$ cat src/rtl/yarp_branch_predictor.sv
// Fetch-side branch predictor: direct-mapped, tagged table of 2-bit saturating
// counters with a registered lookup and execute-stage training/mispredict stats.
module yarp_branch_predictor #(
   parameter int unsigned IDX_W = 4,
   parameter int unsigned CNT_W = 16
) (
   input  logic             clk,
   input  logic             reset_n,
   input  logic             pred_req_i,
   input  logic [31:0]      pred_pc_i,
   output logic             pred_valid_o,
   output logic             pred_taken_o,
   output logic [31:0]      pred_target_o,
   input  logic             upd_valid_i,
   input  logic [31:0]      upd_pc_i,
   input  logic             upd_taken_i,
   input  logic [31:0]      upd_target_i,
   input  logic             upd_pred_taken_i,
   output logic             mispredict_o,
   output logic [CNT_W-1:0] mispred_cnt_o
);

   localparam int unsigned ENTRIES = 1 << IDX_W;
   localparam int unsigned TAG_W   = 30 - IDX_W;

   logic [ENTRIES-1:0] valid_q, valid_d;
   logic [TAG_W-1:0]   tag_q    [ENTRIES];
   logic [TAG_W-1:0]   tag_d    [ENTRIES];
   logic [31:0]        target_q [ENTRIES];
   logic [31:0]        target_d [ENTRIES];
   logic [1:0]         ctr_q    [ENTRIES];
   logic [1:0]         ctr_d    [ENTRIES];

   logic               pred_valid_q, pred_valid_d;
   logic               pred_taken_q, pred_taken_d;
   logic [31:0]        pred_target_q, pred_target_d;
   logic               mispredict_q, mispredict_d;
   logic [CNT_W-1:0]   mispred_cnt_q, mispred_cnt_d;

   logic [IDX_W-1:0]   lk_idx, up_idx;
   logic [TAG_W-1:0]   lk_tag, up_tag;
   logic               lk_hit, up_hit;
   logic               unused_pc_bits;

   assign lk_idx = pred_pc_i[IDX_W+1:2];
   assign lk_tag = pred_pc_i[31:IDX_W+2];
   assign up_idx = upd_pc_i[IDX_W+1:2];
   assign up_tag = upd_pc_i[31:IDX_W+2];
   assign unused_pc_bits = ^{pred_pc_i[1:0], upd_pc_i[1:0]};

   assign lk_hit = valid_q[lk_idx] && (tag_q[lk_idx] == lk_tag);
   assign up_hit = valid_q[up_idx] && (tag_q[up_idx] == up_tag);

   // Lookup reads only the registered table, so a same-cycle update is not bypassed.
   always_comb begin
      pred_valid_d  = pred_req_i;
      pred_taken_d  = pred_req_i && lk_hit && ctr_q[lk_idx][1];
      pred_target_d = pred_taken_d ? target_q[lk_idx] : '0;
   end

   always_comb begin
      valid_d  = valid_q;
      tag_d    = tag_q;
      target_d = target_q;
      ctr_d    = ctr_q;
      if (upd_valid_i) begin
         if (up_hit) begin
            if (upd_taken_i) begin
               target_d[up_idx] = upd_target_i;
               if (ctr_q[up_idx] != 2'b11) begin
                  ctr_d[up_idx] = ctr_q[up_idx] + 2'd1;
               end
            end else if (ctr_q[up_idx] != 2'b00) begin
               ctr_d[up_idx] = ctr_q[up_idx] - 2'd1;
            end
         end else if (upd_taken_i) begin
            valid_d[up_idx]  = 1'b1;
            tag_d[up_idx]    = up_tag;
            target_d[up_idx] = upd_target_i;
            ctr_d[up_idx]    = 2'b10;
         end
      end
   end

   always_comb begin
      mispredict_d  = upd_valid_i && (upd_taken_i != upd_pred_taken_i);
      mispred_cnt_d = mispred_cnt_q;
      if (mispredict_d && (mispred_cnt_q != '1)) begin
         mispred_cnt_d = mispred_cnt_q + 1'b1;
      end
   end

   always_ff @(posedge clk or negedge reset_n) begin
      if (!reset_n) begin
         valid_q       <= '0;
         pred_valid_q  <= 1'b0;
         pred_taken_q  <= 1'b0;
         pred_target_q <= '0;
         mispredict_q  <= 1'b0;
         mispred_cnt_q <= '0;
         for (int unsigned i = 0; i < ENTRIES; i++) begin
            tag_q[i]    <= '0;
            target_q[i] <= '0;
            ctr_q[i]    <= 2'b01;
         end
      end else begin
         valid_q       <= valid_d;
         tag_q         <= tag_d;
         target_q      <= target_d;
         ctr_q         <= ctr_d;
         pred_valid_q  <= pred_valid_d;
         pred_taken_q  <= pred_taken_d;
         pred_target_q <= pred_target_d;
         mispredict_q  <= mispredict_d;
         mispred_cnt_q <= mispred_cnt_d;
      end
   end

   assign pred_valid_o  = pred_valid_q;
   assign pred_taken_o  = pred_taken_q;
   assign pred_target_o = pred_target_q;
   assign mispredict_o  = mispredict_q;
   assign mispred_cnt_o = mispred_cnt_q;

endmodule

$ cat config.mk
export PLATFORM = sky130hd
export DESIGN_NAME = yarp_branch_predictor
export DESIGN_NICKNAME = d
export VERILOG_FILES = /design/src/rtl/yarp_branch_predictor.sv
export SDC_FILE = /design/constraint.sdc
export NUM_CORES = 2
export LEC_CHECK = 0
export BUFFER_PORTS_ARGS = -buffer_cell sky130_fd_sc_hd__clkbuf_2
export CORE_MARGIN = 3
export CORE_UTILIZATION = 50
export CTS_BUF_LIST = sky130_fd_sc_hd__clkbuf_8
export DETAILED_ROUTE_END_ITERATION = 8
export MAX_ROUTING_LAYER = met4
export PLACE_DENSITY = 0.67
export SKIP_LAST_GASP = 1
export SYNTH_ARGS = -nofsm -noshare
export SYNTH_HDL_FRONTEND = slang
export SYNTH_SLANG_ARGS = --single-unit
export TNS_END_PERCENT = 10
$ cat constraint.sdc
create_clock -name clk -period 3.45 [get_ports clk]
set_input_delay 0 -clock clk [delete_from_list [all_inputs] [get_ports clk]]
set_output_delay 0 -clock clk [all_outputs]
set_load 0.03 [all_outputs]
==> flow_summary_export.csv, run 1 <==
group,metric,value,unit
outcome,status,"finished with violations",
outcome,violations,"setup timing",
sta,worst_slack,-0.202,ns
worst_setup_path,critPathMostFrequentCell,"or4_4",
sta,layout_min_cycle_time,3.65,ns
synth,synthCells,3295,
worst_setup_path,required,4.15,ns
clocking,numCtsBuffers,174,
cells_and_area,area_delta_synth_final,18.2,%
drt,detail-route-antenna-nets,0,
worst_setup_path,cpPeakStageDelay,0.55,ns
worst_setup_path,cp-start-kind,"flop",
cells_and_area,fillers,7454,
grt,first_global_vias,34600,
sta,setup_viol,450,
grt,grt_max_degree,126,
floorplanning,core,99100,sq um
sta,max_freq,274,MHz
drt,drc,0,
sta,fin_crit_sh,1.06,
synth,async_flop_share,1.00,
drt,viasPerCell,6.19,
worst_hold_path,min_from,"upd_pc_i[7]",
cells_and_area,final_common_cell,"dfrtp_1",
job,maxCapViolations,0,
grt,grt_pass1_wl,217000,microns
worst_setup_path,critPathMaxFanout,7,
synth,synth_mux_area_frac,0.394,
clocking,insertion_delay,0.84,ns
clocking,clockBufferDepth,3,
worst_setup_path,worstPathArrival,4.35,ns
synth,synthesis.nets,3400,
grt,grt_use_total,0.285,
drt,avgRoutedWirePerCell,27.7,microns
sta,slew_viol_final,0,
floorplanning,dieArea,104000,sq um
floorplanning,die_h,323,microns
pwr,p_per_area,563,nW/um^2
synth,syn_area,50300,sq um
synth,synth_edf_count,0,
sta,hold_ws,0.0787,ns
drt,first_pass_iters,5,
sta,slew_headroom,0.253,
place,place_ws,-0.494,ns
synth,synth_top_flop_cell,"dfrtp_1",
cells_and_area,nNetsFinal,3827,
synth,synth_adder_area_share,0.000746,
synth,avgSynthCellArea,15.3,sq um
clocking,clkSlewWorstSetupHoldPaths,0.06,ns
sta,worst_pin_slew,1.12,ns
synth,synth_top_family_by_area,"multiplexers",
synth,ys_seq_area_frac,0.511,
pwr,cellLeakagePower,0.0268,uW
pwr,p_total,33500,uW
worst_setup_path,crit_start,"tag_q[68]",
clocking,ctsHtreeMaxLevel,4,
synth,synth_compound_area_frac,0.0177,
grt,grt_overflow_total,0,
sta,rsz0062_at_grt,"true",
worst_setup_path,crit_chain,"mux4_2 -> a22oi_2 -> a21oi_1 -> or4_4 -> a221o_1 -> or4_4 -> nor2_8 -> nand2b_4 -> buf_12 -> mux2_2",
drt,drtIter0Drc,2469,
place,io_buffers,148,
grt,antenna_found_initial,5,
drt,wirelength,142000,microns
pwr,vdd_ir_drop_max,0.366,mV
floorplanning,placementRows,115,
cells_and_area,mostFrequentLayoutCells,"dfrtp_1 (1011), mux2_2 (910), mux4_2 (373)",
synth,ys.warnings.count,0,
clocking,cts_tree,"yes",
floorplanning,die_w,323,microns
synth,yosysUniqueCellTypes,64,
sta,finalHoldViolations,0,
worst_setup_path,critPathKind,"reg -> reg",
clocking,cts_sinks,1027,
synth,synth_xor_area_frac,0.0106,
cells_and_area,drive_above_1_share,0.553,
worst_hold_path,hold_path.class,"in -> reg",
place,routabilityCongestion,0.873,
worst_setup_path,cpMaxStageDelayCell,"or4_4",
drt,vias,31900,
place,dp_hpwl,89400,microns
synth,synth_seq_cells,1027,
synth,synth-simple-area-share,0.0385,
clocking,cts_root_buffer,"clkbuf_8",
sta,finClkSkew,0.0376,ns
worst_setup_path,r2r-start,"tag_q[68]",
floorplanning,ioPinCount,153,
worst_setup_path,crit_path_end_kind,"flop",
floorplanning,initial_core_util,0.507,
==> layer usage <==
layer,routed length [microns],track usage
met1,59100,0.375
met2,70000,0.449
met3,8770,0.0511
met4,4660,0.105
met5,0,-
==> path summary, 6_finish.rpt <==
| check | endpoint | slack (ns) | cells past startpoint |
|---|---|---|---|
| worst max-delay path | tag_q[2] | -0.20 | 10 |
| worst min-delay path | tag_q[157] | 0.08 | 3 |
| worst min register to register | target_q[455] | 0.47 | 2 |
| max in group asynchronous | pred_target_o[3] | 2.17 | 4 |
| worst max register to register | tag_q[2] | -0.20 | 10 |
| min in group asynchronous | ctr_q[16] | 0.56 | 3 |
==> where the power goes <==
group / total, uW / internal (uW) / switching (uW)
Combinational: 6750 / 4120 / 2640
Clock: 11000 / 5880 / 5070
Sequential: 15800 / 14300 / 1470
Total: 33500 / 24300 / 9180
==> synth_stat cells, types with 12 or more instances <==
cell type,instances,area [sq um]
a21boi_0,12,90.1
a21oi_1,13,65.1
a22oi_1,26,195
and3_1,22,138
buf_1,32,120
buf_2,37,185
buf_4,21,158
clkbuf_1,196,736
dfrtp_1,1011,25300
dfstp_2,16,420
inv_1,12,45.0
mux2_2,931,10500
mux2i_1,86,861
mux4_2,373,8400
nand2_1,141,529
nand2b_1,12,75.1
nand3_1,25,125
nand4_1,16,100
nor2_1,39,146
nor2b_1,46,288
nor3_1,16,80.1
nor4_1,12,75.1
o21ai_0,15,75.1
or2_2,15,93.8
xnor2_1,39,342
xor2_1,22,193
==> critical path, delay by kind of cell, from the launching register on <==
family	cells	cell delay, ns
buffers and inverters	1	0.18
AOI/OAI and AO/OA	3	0.61
muxes	2	0.83
and+or+nand+nor	4	1.49
DFF	1	0.39
==> layout make-up <==
class                   count  area (sq um)  area share
flip-flops and latches   1027         25700       0.432
multi-input cells        1960         23600       0.397
repair buffers            547          4950      0.0832
clock buffers             219          3010      0.0507
well taps                1287          1610      0.0271
clock inverters            92           512     0.00860
inverters                  12          45.0    0.000757
diodes                      7          17.5    0.000294
==> registers in the layout, summed over array words and instances, names as in the netlist <==
signal	count
ctr_q	32
mispred_cnt_o	16
mispredict_o	1
pred_taken_o	1
pred_target_o	32
pred_valid_o	1
tag_q	416
target_q	512
valid_q	16
==> cells by family after synthesis <==
| family | Yosys count |
|---|---|
| muxes | 1395 |
| DFF | 1027 |
| and+or+nand+nor | 379 |
| buffers and inverters | 308 |
| AOI/OAI and AO/OA | 122 |
| xor gates and xnor gates | 61 |
| adders and majority gates | 3 |
==> what timing repair did <==
| item | CTS | global route |
|---|---|---|
| pin swaps | 11 | 3 |
| buffers inserted | 3 | 4 |
| hold buffers | 66 | 0 |
| cloned | 1 | 3 |
| endpoints found under the hold margin | 1978 | 0 |
| resized for setup | 38 | 29 |
| setup endpoints to repair | 464 | 470 |
==> through the flow <==
| stage | instances | instance area [sq um] | util | setup TNS [ns] |
|---|---|---|---|---|
| 5_1_grt | 5149 | 59500 | 0.600 | -83.79 |
| 2_1_floorplan | 3295 | 50300 | - | 0 |
| 4_1_cts | 5137 | 59200 | 0.597 | -73.81 |
| 6_report | 5151 | 59500 | 0.600 | -46.68 |
| 3_5_place_dp | 4757 | 54800 | 0.553 | -171.01 |
| 3_3_place_gp | 4757 | 54800 | 0.553 | -172.46 |
(Power assumes the default switching activity.)
==> run 2, diff against run 1 <==
- PLACE_DENSITY: 0.67 -> 0.64
- clock period: 3.45 -> 4.7 ns (I/O delays scaled with it)
==> run 2 against run 1 <==
The run now ends clean. Clock skew up 0.022 ns. Largest cell class unchanged. Global-route usage down 0.28 points. Combinational power down 32%. Critical path type unchanged. Worst setup slack better by 0.68 ns. Critical endpoint is now tag_q[60].
==> flow_summary_export.csv, run 2 (synthesized netlist as in run 1, its figures left out) <==
group,metric,value,unit
grt,first_global_vias,33800,
sta,rsz0062_at_grt,"false",
drt,avgRoutedWirePerCell,28.2,microns
grt,grt_max_degree,162,
worst_setup_path,required,5.39,ns
worst_hold_path,min_from,"pred_pc_i[12]",
cells_and_area,largest_reg_flops,512,
clocking,numCtsBuffers,173,
floorplanning,ioPinCount,153,
drt,detail-route-antenna-nets,0,
place,place_inst,4570,
worst_setup_path,r2r-start,"tag_q[100]",
cells_and_area,final_common_cell,"dfrtp_1",
floorplanning,die_w,323,microns
cells_and_area,drive_above_1_share,0.522,
worst_hold_path,holdPathStages,7,
clocking,ctsHtreeMaxLevel,4,
cells_and_area,stdcell_area,57300,sq um
sta,finClkSkew,0.0601,ns
clocking,cts_root_buffer,"clkbuf_8",
drt,met3_length,8600,microns
drt,met2_wirelength,66800,microns
clocking,insertion_delay,0.85,ns
outcome,status,"completed",
worst_setup_path,cp-start-kind,"flop",
cells_and_area,reg.largest.list,"target_q x512, tag_q x416",
cells_and_area,top_register,"target_q",
grt,antenna_found_initial,12,
drt,vias,31200,
cells_and_area,instances_no_fill,4963,
worst_setup_path,r2r_end,"tag_q[60]",
worst_setup_path,critPathKind,"reg -> reg",
cells_and_area,area_delta_synth_final,13.8,%
sta,max_freq,237,MHz
place,routabilityCongestion,0.864,
place,place_ws,0.398,ns
worst_setup_path,worstPathArrival,4.91,ns
cells_and_area,final_util,0.578,
clocking,cts_tree,"yes",
cells_and_area,mostFrequentLayoutCells,"dfrtp_1 (1011), mux2_2 (931), mux4_2 (373)",
floorplanning,placementRows,115,
pwr,vdd_ir_drop_max,0.256,mV
clocking,cts_sinks,1027,
floorplanning,dieArea,104000,sq um
sta,worst_slack,0.482,ns
sta,layout_min_cycle_time,4.22,ns
sta,slew_viol_final,0,
sta,finalHoldViolations,0,
floorplanning,initial_core_util,0.507,
drt,viasPerCell,6.30,
sta,worst_pin_slew,1.17,ns
drt,first_pass_iters,5,
clocking,post_cts_resized,0,
worst_hold_path,hold_end,"pred_target_o[0]",
grt,grt_overflow_total,0,
clocking,clkSlewWorstSetupHoldPaths,0.06,ns
worst_setup_path,ff2ff_path_depth,11,
drt,drtIter0Drc,2444,
clocking,cts_setup_buffers,0,
pwr,cellLeakagePower,0.0255,uW
floorplanning,core,99100,sq um
clocking,holdBufCountCts,70,
grt,grt_pass1_wl,214000,microns
sta,fin_crit_sh,0.897,
grt,grt_use_total,0.283,
cells_and_area,nNetsFinal,3633,
drt,wirelength,140000,microns
job,maxCapViolations,0,
pwr,p_per_area,422,nW/um^2
sta,slew_headroom,0.217,
worst_setup_path,crit_path_end_kind,"flop",
drt,top_layer,"met4",
place,post_dp_cell_area,53000,sq um
place,io_buffers,148,
floorplanning,die_h,323,microns
sta,setup_viol,0,
place,dp_hpwl,84500,microns
worst_setup_path,r2r_setup_slack,0.48,ns
drt,drc,0,
sta,fin_tns_setup,0,ns
worst_setup_path,critPathMaxFanout,19,
worst_hold_path,hold_path.class,"in -> reg",
drt,drt-met1-wl,60900,microns
clocking,clockBufferDepth,3,
run 2: cell types whose count changed in the layout (fill, tap and decap cells not counted), sizes merged, moves of 2 or more:
cell / previous run / this run
dlygate4sd3: 65 / 69
clkinvlp: 3 / 1
diode: 7 / 12
clkinv: 14 / 17
buf: 337 / 143
clkbuf: 364 / 361
run 2: through the flow:
stage	power (uW)	hold WS, ns
after floorplan	14700	-0.296
after global placement	15900	0.146
after detailed placement	16200	0.150
after CTS	24400	0.0103
after global routing	25300	0.0808
final	24200	0.0904
run 2: worst max path at each step:
stage,startpoint,end,depth (start not counted)
2_1_floorplan,upd_pc_i[2],ctr_q[25],15
3_3_place_gp,upd_pc_i[2],tag_q[53],14
3_5_place_dp,upd_pc_i[2],tag_q[60],14
4_1_cts,tag_q[100],tag_q[60],11
5_1_grt,tag_q[74],tag_q[53],11
6_report,tag_q[100],tag_q[60],11
run 2: power by group:
| group | switching [uW] | total, uW | internal [uW] |
|---|---|---|---|
| Clock | 3720 | 8040 | 4320 |
| Combinational | 1810 | 4560 | 2760 |
| Sequential | 1070 | 11600 | 10500 |
run 2: worst max-delay path, cell delays in order, from the launching register on:
cell	delay, ns
dfrtp_1	0.40
mux4_2	0.47
a22oi_1	0.24
a21oi_1	0.11
or4_1	0.71
a221o_1	0.35
or4_4	0.52
nor2_8	0.20
buf_4	0.25
nand2b_2	0.19
buf_12	0.24
mux2_2	0.36
run 2: cell type report:
type                            instances  area (sq um)
Tap cell                             1287          1610
Clock inverter                         92           515
Sequential cell                      1027         25700
Inverter                               12          45.0
Clock buffer                          219          3010
Multi-Input combinational cell       1960         23400
Timing Repair Buffer                  354          2940
Fill cell                            7645         41900
Antenna cell                           12          30.0
run 2: per-layer routing:
| metal | vias up | track usage |
|---|---|---|
| li1 | 12900 | - |
| met1 | 17000 | 0.386 |
| met2 | 1111 | 0.435 |
| met3 | 271 | 0.0516 |
| met4 | 0 | 0.0880 |
| met5 | - | - |
